`src/rtl/key_insn_injector.sv`:
```
// Front-panel key injector: synchronises and debounces N active-low buttons and turns each
// press (or auto-repeat tick) into one programmable instruction word behind a fetch stall.
module key_insn_injector #(
  parameter int NUM_KEYS        = 3,
  parameter int INSN_WIDTH      = 32,
  parameter int DEBOUNCE_CYCLES = 4,
  parameter int HOLD_CYCLES     = 3,
  parameter int REPEAT_CYCLES   = 0,
  localparam int ID_W = (NUM_KEYS > 1) ? $clog2(NUM_KEYS) : 1
) (
  input  logic                           clk_in,
  input  logic                           clrn,
  input  logic [NUM_KEYS-1:0]            keys_n,
  input  logic [NUM_KEYS*INSN_WIDTH-1:0] key_insns,
  output logic [INSN_WIDTH-1:0]          insn_key,
  output logic                           key_pressed_out,
  output logic [ID_W-1:0]                key_id
);

  localparam int DB_W      = (DEBOUNCE_CYCLES > 1) ? $clog2(DEBOUNCE_CYCLES) : 1;
  localparam int REP_W     = (REPEAT_CYCLES > 1) ? $clog2(REPEAT_CYCLES) : 1;
  localparam int HOLD_W    = (HOLD_CYCLES > 2) ? $clog2(HOLD_CYCLES - 1) : 1;
  localparam int HOLD_LAST = (HOLD_CYCLES > 1) ? HOLD_CYCLES - 2 : 0;

  typedef enum logic [1:0] {
    S_IDLE  = 2'd0,
    S_STALL = 2'd1,
    S_ISSUE = 2'd2
  } state_t;

  logic [NUM_KEYS-1:0] sync1_q, sync2_q;
  logic [NUM_KEYS-1:0] deb_q, deb_d;
  logic [NUM_KEYS-1:0] pend_q, pend_d;
  logic [NUM_KEYS-1:0] press_evt;

  state_t              state_q, state_d;
  logic [HOLD_W-1:0]   hold_q, hold_d;
  logic                take;
  logic                any_pend;
  logic [ID_W-1:0]     win_id;
  logic [ID_W-1:0]     svc_id;

  logic [INSN_WIDTH-1:0] insn_q, insn_d;
  logic                  kpo_q, kpo_d;
  logic [ID_W-1:0]       id_q, id_d;

  genvar gi;
  generate
    for (gi = 0; gi < NUM_KEYS; gi++) begin : g_key
      logic [DB_W-1:0] db_q, db_d;
      logic            deb_nx;
      logic            rep_evt;

      // Any sample that agrees with the debounced state restarts the stability count.
      always_comb begin
        db_d   = '0;
        deb_nx = deb_q[gi];
        if (~sync2_q[gi] != deb_q[gi]) begin
          if (db_q == DB_W'(DEBOUNCE_CYCLES - 1)) begin
            deb_nx = ~deb_q[gi];
          end else begin
            db_d = db_q + 1'b1;
          end
        end
      end

      always_ff @(posedge clk_in) begin
        if (!clrn) begin
          db_q <= '0;
        end else begin
          db_q <= db_d;
        end
      end

      assign deb_d[gi] = deb_nx;

      if (REPEAT_CYCLES > 0) begin : g_rep
        logic [REP_W-1:0] rep_q, rep_d;
        logic             held;

        assign held    = deb_q[gi] & deb_nx;
        assign rep_evt = held && (rep_q == REP_W'(REPEAT_CYCLES - 1));

        always_comb begin
          rep_d = '0;
          if (held && !rep_evt) begin
            rep_d = rep_q + 1'b1;
          end
        end

        always_ff @(posedge clk_in) begin
          if (!clrn) begin
            rep_q <= '0;
          end else begin
            rep_q <= rep_d;
          end
        end
      end else begin : g_norep
        assign rep_evt = 1'b0;
      end

      assign press_evt[gi] = (deb_nx & ~deb_q[gi]) | rep_evt;
    end
  endgenerate

  always_ff @(posedge clk_in) begin
    if (!clrn) begin
      sync1_q <= '1;
      sync2_q <= '1;
      deb_q   <= '0;
      pend_q  <= '0;
    end else begin
      sync1_q <= keys_n;
      sync2_q <= sync1_q;
      deb_q   <= deb_d;
      pend_q  <= pend_d;
    end
  end

  // Highest pending index wins: later loop iterations overwrite earlier ones.
  always_comb begin
    win_id = '0;
    for (int i = 0; i < NUM_KEYS; i++) begin
      if (pend_q[i]) begin
        win_id = ID_W'(i);
      end
    end
  end

  assign any_pend = |pend_q;

  always_comb begin
    pend_d = pend_q;
    if (take) begin
      pend_d[win_id] = 1'b0;
    end
    pend_d = pend_d | press_evt;
  end

  always_ff @(posedge clk_in) begin
    if (!clrn) begin
      state_q <= S_IDLE;
      hold_q  <= '0;
      insn_q  <= '0;
      kpo_q   <= 1'b0;
      id_q    <= '0;
    end else begin
      state_q <= state_d;
      hold_q  <= hold_d;
      insn_q  <= insn_d;
      kpo_q   <= kpo_d;
      id_q    <= id_d;
    end
  end

  always_comb begin
    state_d = state_q;
    hold_d  = hold_q;
    take    = 1'b0;
    case (state_q)
      S_IDLE: begin
        if (any_pend) begin
          take    = 1'b1;
          hold_d  = '0;
          state_d = (HOLD_CYCLES == 1) ? S_ISSUE : S_STALL;
        end
      end
      S_STALL: begin
        if (hold_q == HOLD_W'(HOLD_LAST)) begin
          state_d = S_ISSUE;
        end else begin
          hold_d = hold_q + 1'b1;
        end
      end
      S_ISSUE: state_d = S_IDLE;
      default: state_d = S_IDLE;
    endcase
  end

  // Outputs are registered from next-state, so the word is sampled on the edge entering ISSUE.
  always_comb begin
    svc_id = take ? win_id : id_q;
    kpo_d  = (state_d != S_IDLE);
    id_d   = kpo_d ? svc_id : '0;
    insn_d = '0;
    if (state_d == S_ISSUE) begin
      insn_d = key_insns[int'(svc_id)*INSN_WIDTH +: INSN_WIDTH];
    end
  end

  assign insn_key        = insn_q;
  assign key_pressed_out = kpo_q;
  assign key_id          = id_q;

endmodule

```
`config.mk`:
```
export PLATFORM = sky130hd
export DESIGN_NAME = key_insn_injector
export DESIGN_NICKNAME = d
export VERILOG_FILES = /design/src/rtl/key_insn_injector.sv
export SDC_FILE = /design/constraint.sdc
export NUM_CORES = 1
export LEC_CHECK = 0
export ABC_CLOCK_PERIOD_IN_PS = 4100
export BUFFER_PORTS_ARGS = -buffer_cell sky130_fd_sc_hd__clkbuf_2
export CAP_MARGIN = 30
export CORE_MARGIN = 2
export CORE_UTILIZATION = 49
export CTS_BUF_LIST = sky130_fd_sc_hd__clkbuf_8
export DETAILED_ROUTE_END_ITERATION = 8
export GPL_TIMING_DRIVEN = 1
export PLACE_DENSITY = 0.83
export SLEW_MARGIN = 0
export SYNTH_ARGS = -nofsm -noshare
export SYNTH_HDL_FRONTEND = slang
export SYNTH_SLANG_ARGS = --single-unit
```
`constraint.sdc`:
```
create_clock -name clk_in -period 4.1 [get_ports clk_in]
set_clock_uncertainty 0.2 [all_clocks]
set_input_delay 1.23 -clock clk_in [delete_from_list [all_inputs] [get_ports clk_in]]
set_output_delay 1.23 -clock clk_in [all_outputs]
set_load 0.005 [all_outputs]
```
-- Word-level counts from Yosys, hierarchy flattened
Index checks and enable logic that the tools add are counted.
- register bits after elaboration: 56
- latch bits: 0
- memory bits (writable): 0
- bits in read-only memories: 0
- output and inout bits: 35
- logic and storage cells: 75
- memories: 0
- add/subtract/negate cells: 4
- multipliers: 0
- div/mod/pow operators: 0
- $lt $le $gt $ge: 2
- equal/unequal tests: 9
- shift-type cells: 1
- multiplexer cells: 20
- bitwise operators: 16
- reductions and logical operators: 11
- operator list (operator ; number):
    indexed part select 96 x 8 -> 32 bit ; 1
    two-way mux 1 bit ; 12
    OR reduction 3 bit ; 4
    inverter 1 bit ; 10
    == test 2 bit, second input constant ; 4
    two-way mux 2 bit ; 4
    adder 2 x 1 -> 2 bit, second input constant ; 3
    AND reduction 2 bit ; 3
    one-hot mux 2 bit (2 select lines) ; 1
    nonzero test 2 bit ; 2
    bitwise AND 1 bit ; 3
    bitwise AND 3 bit ; 1
    < comparator 2 x 3 -> 1 bit, second input constant ; 1
    two-way mux 3 bit ; 1
    inequality test 1 bit ; 3
    inverter 3 bit ; 1
    OR 3 bit ; 1
    demux 1 bit (select 2 bit) ; 1
    == test 2 x 1 -> 1 bit, second input constant ; 1
    >= comparator 2 x 1 -> 1 bit, second input constant ; 1
    zero test 2 bit ; 1
    inequality test 2 bit, second input constant ; 1
    one-hot mux 1 bit (2 select lines) ; 1
    adder 1 bit, second input constant ; 1
    logical AND 1 bit ; 1

-- Longest topological paths before layout
- word-level depth: 10
- depth in mapped cells: 6

-- Least setup slack after synthesis
Ideal clock, no wire load.
- path type: input to register
- from: in clrn
- to: reg insn_q[11], in the netlist insn_key[11]
- setup time: 0.143 ns
- arrival time: 2.341 ns
- data required time: 3.757 ns
- slack: 1.417 ns
- cell stages on the path: 6
- path buffers: 2
- cell sequence: nor2b_1 > and3_1 > clkbuf_1 > nand3_1 > buf_1 > o22ai_2
- longest elaborated chain between the ends: 1
- ends and longest elaborated chain (what ; RTL line ; RTL):
    start: declaration ; 12 ; input logic clrn,
    AND reduction 2 bit (no source line) ; - ;
    end signal: assignment ; 150 ; insn_q <= insn_d;
    end: declaration ; 43 ; logic [INSN_WIDTH-1:0] insn_q, insn_d;
No other way between the ends.
A chain may end at the register's enable or synchronous reset.

-- Worst setup path after layout
- from: in clrn
- to: reg insn_q[31], in the netlist insn_key[31]
Same word-level chain as after synthesis.

==> impl_metrics.ini <==
[clocking]
ctsResizeCount = 0
clock_latency_ns = 0.30
cts_tree = yes
cts_buffers = 5
cts-root-buf = clkbuf_8
post_cts_buffers = 0
clk_pin_slew_ns = 0.09
h-tree-depth = 2
clock-sinks = 56
clock_path_buffers = 2
hold_buffers = 0

[worst_setup_path]
critPathKind = input port to register
slowest_delay_ns = 0.39
required_ns = 4.14
reg2regPathDepth = 4
cp_data_arrival_time_ns = 2.76
start_kind = input port
crit_slowest_cell = nand3_2
path_cells = clkbuf_2, nor2b_1, and3_1, nand3_2, buf_12, o22ai_2
critPathMaxFanout = 20
end_kind = register

[synthesis]
synth_top_area_frac = 0.457
ys_types = 36
synth_ff_type = dfxtp_1
seq_area_frac_synth = 0.457
synth_most_common_cell = dfxtp_1
syn_inst = 225
netlist_area_sq_um = 2450
yosysWarnings = 0
yosysTopAreaCell = dfxtp_1
syn-num-nets = 329
ys_ff_latch = 56
async_flop_share = 0
synth_common_cells = 56 x dfxtp_1, 38 x nand2_1, 32 x mux2i_1
synth_area_leaders = dfxtp_1 46%, o22ai_2 15%, mux2i_1 13%, nand2_1 5.8%, nand2b_1 1.8%
synth-edff-count = 0
avgSynthCellArea_sq_um = 10.9

[layout]
drive_above_1_share = 0.506
final_cells = 421
fillers = 366
n_antenna_cell = 0
syn2layout_area_growth_pct = 34.1
design_area_sq_um = 3290
nets = 457

[grt]
grt_max_degree = 34
overflow = 0
track_usage = 0.205
grt_pass1_vias = 2021
grt_first_pass_wirelength_microns = 8560
antenna_found_initial = 0

[timing]
setup_viol = 0
period_minus_slack_ns = 2.72
worst_pin_slew_ns = 1.12
fmaxAchievable_mhz = 367
hold_viol_final = 0
slew_headroom = 0.256
maxSlewViolCount = 0
period_share = 0.664
setup_ws_ns = 1.38
rsz0062_at_grt = false
tns_ns = 0

[floorplan]
core_area_sq_um = 4790
die_h_microns = 74.8
die_area_sq_um = 5590
die-width_microns = 74.8
ios = 136
start_util = 0.513
std_cell_rows = 25

[route]
antenna_left = 0
drt-vias-per-instance = 5.04
wl_per_cell_microns = 13.9
initialDrtViolationCount = 150
drc = 0
totalWireLength_microns = 5870
firstDrtPassIters = 4
vias = 2121

[flow_run]
cap_violations = 0

[placed_design]
dp_cells = 413
preCtsSetupSlack_ns = 1.06
finalWeightedCongestion = 0.754
hpwl_microns = 4460
io_buffers = 135
placed_area_sq_um = 3170

[pwr]
p_leak_nw = 1.69
ir_drop_mv = 0.196
powerDensity_nw_per_um2 = 305
p_total_w = 0.00101

[run_status]
status = complete, no violations

[hold_path]
hold_path_class = register to register
whs_path_depth = 1
==> final cells by class <==
cell class,count,area (sq um),area share
clock buffers,7,96.3,0.0293
clock inverters,1,30.0,0.00912
inverters,1,3.75,0.00114
multi-input cells,151,1230,0.375
flip-flops and latches,56,1120,0.340
well taps,67,83.8,0.0255
repair buffers,138,723,0.220
==> layout by cell type, fill, tap and decap left out, types with 3 or more instances in the layout <==
cell type / Yosys / final
nand2b_1: 7 / 7
nor2_1: 6 / 6
nand2_1: 38 / 38
dfxtp_1: 56 / 56
clkbuf_2: 0 / 135
o211a_1: 3 / 3
ha_1: 3 / 3
mux2i_1: 32 / 32
a21boi_0: 3 / 3
o22ai_2: 30 / 30
nor4bb_1: 3 / 3
clkbuf_8: 0 / 7
==> routing by layer <==
metal,global-route usage,wire length (microns),part of all wire
met5,0,0,0
met4,0.121,202,0.034
met3,0.0509,387,0.066
met2,0.370,3130,0.53
met1,0.215,2150,0.37
==> worst max-delay path: cells and delay by family <==
family | cells | cell delay, ns
buffers and inverters | 2 | 0.61
and+or+nand+nor | 3 | 0.80
AOI/OAI and AO/OA | 1 | 0.11
==> state kept, by name (all words and copies together) (netlist names) <==
signal	flops
sync2_q	3
key_pressed_out	1
pend_q	3
state_q	2
insn_key	32
deb_q	3
hold_q	1
key_id	2
g_key.db_q	6
sync1_q	3
==> path summary, 6_finish.rpt <==
check | from | to | slack, ns
max | clrn | insn_key[31] | 1.38
min reg2reg | sync1_q[0] | sync2_q[0] | 0.21
max reg2reg | state_q[0] | insn_key[8] | 1.44
min | sync1_q[0] | sync2_q[0] | 0.21
==> where the power goes <==
part           internal [W]   total, W  switching (W)  leakage (nW)
clock network      0.000216   0.000385       0.000170        0.0645
logic             0.0000468  0.0000717      0.0000249          1.18
registers          0.000547   0.000549     0.00000171         0.453
==> cells by family after synthesis <==
| logic type | count (synthesis) | synth area share |
|---|---|---|
| XOR/XNOR | 3 | 0.0107 |
| adder cells (fa/ha/maj) | 3 | 0.0153 |
| AND/OR/NAND/NOR | 65 | 0.128 |
| AO/OA/AOI/OAI | 48 | 0.217 |
| buffers and inverters | 18 | 0.0423 |
| flip-flops | 56 | 0.457 |
| multiplexers | 32 | 0.130 |
==> through the flow <==
stage | hold slack, ns | util
3_5_place_dp | 0.196 | 0.662
4_1_cts | 0.218 | 0.688
3_3_place_gp | 0.190 | 0.662
6_report | 0.212 | 0.688
2_1_floorplan | 0.186 | -
5_1_grt | 0.227 | 0.688
(Power assumes the default switching activity.)
